[src/rtl/video_fetch_pkg.sv]
// Shared sizing defaults and the {attr, pix} pair layout for the video fetch block.
package video_fetch_pkg;

    localparam int VF_DEPTH          = 8;
    localparam int VF_WORDS_PER_LINE = 32;

    // attr sits in bits [31:16], pix in bits [15:0]
    typedef struct packed {
        logic [15:0] attr;
        logic [15:0] pix;
    } vf_pair_t;

    function automatic vf_pair_t vf_make_pair(input logic [15:0] pix, input logic [15:0] attr);
        vf_pair_t p;
        p.attr = attr;
        p.pix  = pix;
        return p;
    endfunction

endpackage

[src/rtl/video_fetch_fifo.sv]
// Register-array word FIFO: single-word write, double-word pop, two-word head read.
module video_fetch_fifo #(
    parameter int DEPTH = 8
) (
    input  logic        clk,
    input  logic        rst_n,
    input  logic        flush,
    input  logic        wr_en,
    input  logic [15:0] wr_data,
    input  logic        pop2,
    output logic [15:0] head_lo,
    output logic [15:0] head_hi
);
    localparam int AW = $clog2(DEPTH);

    logic [15:0]   mem_reg [DEPTH];
    logic [AW-1:0] head_reg, head_next;
    logic [AW-1:0] tail_reg, tail_next;
    logic [AW-1:0] head_inc;

    always_comb begin
        head_next = head_reg;
        tail_next = tail_reg;
        if (flush) begin
            head_next = '0;
            tail_next = '0;
        end else begin
            if (wr_en)
                tail_next = tail_reg + AW'(1);
            if (pop2)
                head_next = head_reg + AW'(2);
        end
    end

    always_ff @(posedge clk or negedge rst_n) begin
        if (!rst_n) begin
            head_reg <= '0;
            tail_reg <= '0;
        end else begin
            head_reg <= head_next;
            tail_reg <= tail_next;
        end
    end

    // Storage carries no reset; the top gates pair_data with pair_valid.
    for (genvar gi = 0; gi < DEPTH; gi++) begin : g_word
        always_ff @(posedge clk) begin
            if (wr_en && !flush && tail_reg == AW'(gi))
                mem_reg[gi] <= wr_data;
        end
    end

    assign head_inc = head_reg + AW'(1);
    assign head_lo  = mem_reg[head_reg];
    assign head_hi  = mem_reg[head_inc];

endmodule

[src/rtl/video_fetch.sv]
// Per-line DRAM fetch: issues requests within the window, tracks credit, pairs returned words.
module video_fetch
    import video_fetch_pkg::*;
#(
    parameter int DEPTH          = VF_DEPTH,
    parameter int WORDS_PER_LINE = VF_WORDS_PER_LINE
) (
    input  logic        clk,
    input  logic        rst_n,
    input  logic        fetch_start,
    input  logic        int_start,
    output logic        video_go,
    input  logic        video_next,
    input  logic        video_strobe,
    input  logic [15:0] video_data,
    input  logic        pair_pop,
    output logic        pair_valid,
    output logic [31:0] pair_data,
    output logic        overrun
);
    localparam int CW = $clog2(DEPTH) + 1;
    localparam int LW = $clog2(WORDS_PER_LINE) + 1;

    logic          win_reg, win_next;
    logic [LW-1:0] left_reg, left_next;
    logic [CW-1:0] outst_reg, outst_next;
    logic [CW-1:0] fill_reg, fill_next;
    logic [CW-1:0] discard_reg, discard_next;
    logic          overrun_reg, overrun_next;

    logic [CW:0]   credit_sum;
    logic [CW:0]   flush_sum;
    logic          accept, pop, wr, strobe_drop, strobe_err, strobe_owed;
    logic [15:0]   head_lo, head_hi;
    vf_pair_t      head_pair;

    assign credit_sum  = {1'b0, fill_reg} + {1'b0, outst_reg};
    assign video_go    = win_reg && (left_reg != '0) && (credit_sum < (CW+1)'(DEPTH));
    assign accept      = video_next && video_go;
    assign pair_valid  = fill_reg >= CW'(2);
    assign pop         = pair_pop && pair_valid;
    assign strobe_drop = video_strobe && (discard_reg != '0);
    assign strobe_owed = video_strobe && (discard_reg == '0);
    assign wr          = strobe_owed && (outst_reg != '0);
    assign strobe_err  = strobe_owed && (outst_reg == '0);

    // Words still in flight at a flush must be dropped when they come back.
    always_comb begin
        flush_sum = {1'b0, outst_reg} + (CW+1)'(accept);
        if (strobe_owed && flush_sum != '0)
            flush_sum = flush_sum - (CW+1)'(1);
    end

    always_comb begin
        win_next     = win_reg;
        left_next    = left_reg;
        outst_next   = outst_reg;
        fill_next    = fill_reg;
        discard_next = discard_reg;
        overrun_next = overrun_reg;
        if (int_start) begin
            win_next     = 1'b0;
            left_next    = '0;
            outst_next   = '0;
            fill_next    = '0;
            discard_next = flush_sum[CW-1:0];
            overrun_next = 1'b0;
        end else begin
            if (fetch_start) begin
                win_next  = 1'b1;
                left_next = LW'(WORDS_PER_LINE);
            end else if (accept) begin
                left_next = left_reg - LW'(1);
                if (left_reg == LW'(1))
                    win_next = 1'b0;
            end
            outst_next   = outst_reg + CW'(accept) - CW'(wr);
            fill_next    = fill_reg + CW'(wr) - (pop ? CW'(2) : CW'(0));
            discard_next = discard_reg - CW'(strobe_drop);
            overrun_next = overrun_reg | (video_next && !video_go) | strobe_err;
        end
    end

    always_ff @(posedge clk or negedge rst_n) begin
        if (!rst_n) begin
            win_reg     <= 1'b0;
            left_reg    <= '0;
            outst_reg   <= '0;
            fill_reg    <= '0;
            discard_reg <= '0;
            overrun_reg <= 1'b0;
        end else begin
            win_reg     <= win_next;
            left_reg    <= left_next;
            outst_reg   <= outst_next;
            fill_reg    <= fill_next;
            discard_reg <= discard_next;
            overrun_reg <= overrun_next;
        end
    end

    video_fetch_fifo #(
        .DEPTH (DEPTH)
    ) u_fifo (
        .clk     (clk),
        .rst_n   (rst_n),
        .flush   (int_start),
        .wr_en   (wr && !int_start),
        .wr_data (video_data),
        .pop2    (pop && !int_start),
        .head_lo (head_lo),
        .head_hi (head_hi)
    );

    assign head_pair = vf_make_pair(head_lo, head_hi);
    assign pair_data = pair_valid ? head_pair : '0;
    assign overrun   = overrun_reg;

endmodule

[config.mk]
export PLATFORM = sky130hd
export DESIGN_NAME = video_fetch
export DESIGN_NICKNAME = d
export VERILOG_FILES = /design/src/rtl/video_fetch_pkg.sv /design/src/rtl/video_fetch_fifo.sv /design/src/rtl/video_fetch.sv
export SDC_FILE = /design/constraint.sdc
export NUM_CORES = 1
export LEC_CHECK = 0
export CORE_MARGIN = 8
export CORE_UTILIZATION = 40
export CTS_CLUSTER_SIZE = 12
export DETAILED_ROUTE_END_ITERATION = 10
export PLACE_DENSITY = 0.57
export SLEW_MARGIN = 15
export SYNTH_ARGS = -nofsm -noshare
export SYNTH_HDL_FRONTEND = slang
export SYNTH_SLANG_ARGS = --single-unit
[constraint.sdc]
create_clock -name clk -period 7.4 [get_ports clk]
set_input_delay 1.48 -clock clk [delete_from_list [all_inputs] [get_ports clk]]
set_output_delay 1.48 -clock clk [all_outputs]
set_load 0.02 [all_outputs]
# Word level (Yosys, flattened, before mapping)
# Memory sizes are Yosys's and may differ from the RTL's.
# Cells that the tools add are included.
# Widths: inputs -> output; s select.
# totals
n_memories	1
regBits	26
mem_bits_rw	128
# memory_table
name	words	width	read_ports	rd_ports_with_merged_regs	write_ports	line	rtl
u_fifo.mem_reg	8	16	2	0	1	video_fetch_fifo.sv:16	logic [15:0] mem_reg [DEPTH];
# classes
add_sub_neg	12
mux	55
reduce_logical	42
eq_ne	8
order_cmp	2
n_bitwise	2
# op_table
op	count
$mux 16	7
$reduce_or 16->1	7
$mux 3	11
$mux 32	1
$mux 1	28
$logic_and 1x1->1	21
$mux 6	3
$mux 4	4
$eq 3x3->1 const B	4
$add 4x1->4	2
$logic_not 4->1	2
$reduce_bool 4->1	2
$sub 4x1->4	2
$add 3x1->3 const B	2
$eq 3x2->1 const B	2
$eq 6x1->1 const B	1
$reduce_bool 3->1	2
$reduce_bool 6->1	1
$sub 6x1->6 const B	1
$add 4x1->5	1
$add 4x4->5	1
$lt 5x4->1 const B	1
$reduce_bool 5->1	1
$ge 4x2->1 const B	1
other kinds (10)	13

# Logic depth before layout (Yosys ltp)
# depth
ltp_word	16
mapped_depth	13
ltp_nobuf	12

# Cells and area by module
# From an unflattened synthesis, not the netlist that was laid out.
# unflattened
hier_cells	419
area_unflattened_um2	6900.4
# by_module_without_submodules
module	area_each_um2	instances	cells_each	seq_area_each_um2
video_fetch_fifo	5031.1	1	207	3968.8
video_fetch	1869.3	1	212	500.5

# Least setup slack after synthesis
# No wires, ideal clock.
# synth_path
kind	input to register
from	in video_next
to	reg discard_reg[2]
arrival_time_ns	3.185
cell_stages	8
setup_slack_ns	4.133
t_required_ns	7.318
n_path_buf	0
cell_sequence	inv_1 -> nor3_1 -> ha_1 -> xnor2_1 -> ha_1 -> o2111a_1 -> or4_1 -> a31oi_1
# synth_between
elab_chain_len	6
elab_cells_between_ends	7
# synth_rtl
item	line	rtl
start: declaration	video_fetch.sv:13	input logic video_next,
$logic_and 1x1->1 (*)	video_fetch.sv:39	assign accept = video_next && video_go;
$add 4x1->5 (*)	video_fetch.sv:49	flush_sum = {1'b0, outst_reg} + (CW+1)'(accept);
branches (longest 2 deep; another with $sub 4x1->4)	--	
$mux 4 (*)	video_fetch.sv:50	if (strobe_owed && flush_sum != '0)
$mux 4 (*)	video_fetch.sv:61	if (int_start) begin
net discard_next[2]	video_fetch.sv:28	logic [CW-1:0] discard_reg, discard_next;
end signal: assignment	video_fetch.sv:97	discard_reg <= discard_next;
end: declaration	video_fetch.sv:28	
# Mark *: on every way through the listed nets, which the timed path passes.
# A chain may end at the register's enable or synchronous reset.

# Worst setup path after layout
# layout_path
from	reg u_fifo.head_reg[1]
to	out pair_data[0]
# layout_between
elab_chain_len	2
# layout_rtl
item	line	rtl
start: declaration	video_fetch_fifo.sv:17	logic [AW-1:0] head_reg, head_next;
start signal: assignment	video_fetch_fifo.sv:40	head_reg <= head_next;
$mem_v2 8x16	--	
$mux 32	video_fetch.sv:116	assign pair_data = pair_valid ? head_pair : '0;
end: declaration	video_fetch.sv:18	output logic [31:0] pair_data,
# No other way between the ends.

==> results.md <==
* First DRT Iteration DRCs at 134
* XOR/XNOR Fraction of Synth Area at 0.0131
* Clock Latency Late Sink at 420 ps
* CP Launch Point: u_fifo.head_reg[1]
* Synth Area in Compound Gates at 0.0376
* Synthesized area at 6690 um^2
* Number of synthesized flops with an enable pin at 128
* Vias in the first global route at 3,740
* H-tree Lvls at 4
* Largest net degree at the start of global routing at 36
* Clock Path Buffers at 2
* Final Slew Violations at 0
* RSZ-0062 raised after global routing: no
* Worst path required time at 5920 ps
* Clock network power share at 0.326
* Final nets at 520
* Endpoint type of the worst setup path: output pin
* Die Wd at 145 um
* Hold Fails Final Rpt at 0
* CTS tree: built
* Slew @ Worst Pin at 1040 ps
* R2R setup slack at 3900 ps
* Seq cells post-synth at 153
* Power per cell area at 343 nW/um^2
* Slew margin rel. at 0.304
* Total Routing Usage GR at 0.128
* Max reg flops at 128
* CP Class: reg -> out
* Hold_sp: win_reg
* Worst reg2reg path startpoint: outst_reg[3]
* Avg Inst Size Synth at 16.6 um^2
* Syn nets at 455
* Number of fillers in the final layout at 1,397
* Yosys top cell by area: edfxtp_1
* Worst Path Arrival at 2790 ps
* Vias/cell at 5.16
* Remaining Overflow, GRT at 0
* Status: complete, no violations
* Internal Power at 1.97 mW
* Length of routed met2 wiring at 6450 um
* Initial antenna violation count at 0
* Leak at 2.85 nW
* Synth cell count leaders: edfxtp_1 (128), and2_1 (39), mux4_2 (32)
* Adder-cell area share of the yosys netlist at 0.0572
* Yosys top cell area share at 0.574
* DR WL met3 at 546 um
* Worst Hold Path EP: win_reg
* Remaining antenna violation count after routing at 0
* Avg WL per Cell at 18.7 um
* Synth top area cells: edfxtp_1 (57%), mux4_2 (11%), dfrtp_1 (9.3%)
* R2R cell count at 10
* Max Cap Violations at 0
* Synthesis warning total at 0
* Post-synthesis simple-gate area fraction at 0.0925
* Core Util, Final at 0.494
* Buffers on Ports at 57
* Post-Route WL at 13,100 um
* VDD IR max at 0.185 mV
* I/O pin total at 58
* Reg power frac at 0.364
* Hold depth at 2
* Fmax at 234 MHz
* Seq/Total Area, Yosys at 0.668
* Asr flop ratio synth at 0.163
* Pre-antenna DRT Iters at 4
* Num Clock Sinks at 153
* Drc violations at 0
* Synth Instances at 402
* Global-route wire length before repair at 20,600 um
* Primary FF master, synth: edfxtp_1
* Cell Rows at 47
* RR Endpoint: discard_reg[2]
* Final setup viols at 0
* Cts repair resizes at 0
* Vias post-DR at 3,612
* Gpl congestion at 0.839
* Sw Ratio at 0.294
* Final setup TNS at 0 ps
* Combinational group share of total power at 0.309
* # Post-CTS Setup Buffers at 0
* Antenna Cells at 0
* CTS root buffer: clkbuf_16
* Met1 Wirelength at 5980 um
* Core ar. at 16,500 um^2
* Hold WC Path Type: reg -> reg
* Die Y at 145 um
* Top Metal Used: met4
* Share of cells above drive strength 1 at 0.154
* Area Growth Syn to Fin at 21.5%
* Initial Util at 0.406
* TritonCTS buffer count at 17
* Die ar. at 21,100 um^2
* Most frequent cell after synthesis: edfxtp_1
* DP HPWL at 7960 um
* Period utilization at 0.578
* Largest family of logic cells by synthesized area: multiplexers
* Crit path launch type: register
* Mux cell area share after synthesis at 0.109
* Number of library cell types mapped by synthesis at 50
* Psw at 0.821 mW
* CTS Hold Buffers Added at 0
* Critical path peak fanout at 27
* Clock transition at path regs at 60 ps
* Final period demand of the worst path at 4270 ps
* Worst Skew at 8.59 ps
[worst max-delay path by stage]
stage / cells after the start / slack (ps) / end
5_1_grt: 4 / 2920 / pair_data[13]
3_5_place_dp: 9 / 3170 / discard_reg[2]
3_3_place_gp: 9 / 3270 / discard_reg[2]
6_report: 4 / 3130 / pair_data[0]
2_1_floorplan: 8 / 4130 / discard_reg[2]
4_1_cts: 4 / 3030 / pair_data[0]
[final cells by class]
type,count,area [um^2],share of cell area
repair buffers,62,608,0.0748
inverters,21,78.8,0.00970
flip-flops and latches,153,4470,0.550
multi-input cells,212,2070,0.255
well taps,220,275,0.0339
clock inverters,14,195,0.0240
clock buffers,18,429,0.0528
[logic make-up after synthesis]
group                      count (synthesis)
AOI/OAI and AO/OA                         36
xor gates and xnor gates                  10
adders and majority gates                 30
buffers and inverters                     37
DFF                                      153
muxes                                     33
and+or+nand+nor                          103
[critical path, stage by stage, from the launching register on]
cell and delay, ps:
dfrtp_2 520, buf_4 540, mux4_2 580, and2_1 190, clkdlybuf4s50_1 540
[power by group through the flow]
stage / Sequential (mW) / Clock, mW / Combinational [mW]
final: 1.02 / 0.910 / 0.862
after detailed placement: 1.03 / 0 / 0.880
after global routing: 1.02 / 0.958 / 0.947
after CTS: 1.02 / 0.927 / 0.883
after global placement: 1.03 / 0 / 0.871
after floorplan: 1.01 / 0 / 0.573
[routing by layer]
metal | vias to the layer above | global-route usage
li1 | 1675 | -
met1 | 1851 | 0.160
met2 | 77 | 0.208
met3 | 9 | 0.0354
met4 | 0 | 0.0489
met5 | - | 0
[layout by cell type, fill, tap and decap left out, types with 3 or more instances in the layout]
cell type	n
nand3b_1	3
clkdlybuf4s50_1	57
a21oi_1	8
o21ai_0	4
clkbuf_16	17
xor2_1	5
or4_1	3
a31oi_1	3
ha_1	29
o31ai_1	4
bufinv_16	4
nand4_1	3
nor2_1	17
inv_6	3
nand2_1	4
buf_4	5
dfrtp_1	24
nand3_1	4
and2_1	39
clkinvlp_4	3
edfxtp_1	128
nor2b_1	7
and3_1	5
inv_1	21
mux4_2	32
nor3_1	3
nor3b_1	4
xnor2_1	5
[per-stage QoR]
step / setup WS (ps) / total power, mW / hold WS [ps] / cell area [um^2] / instances
global placement: 3270 / 1.90 / 546 / 7500 / 668
CTS: 3030 / 2.83 / 555 / 8130 / 700
finish: 3130 / 2.79 / 554 / 8130 / 700
detailed placement: 3170 / 1.91 / 540 / 7500 / 668
global route: 2920 / 2.93 / 578 / 8130 / 700
floorplan: 4130 / 1.59 / 518 / 6690 / 402
(Power assumes the default switching activity.)
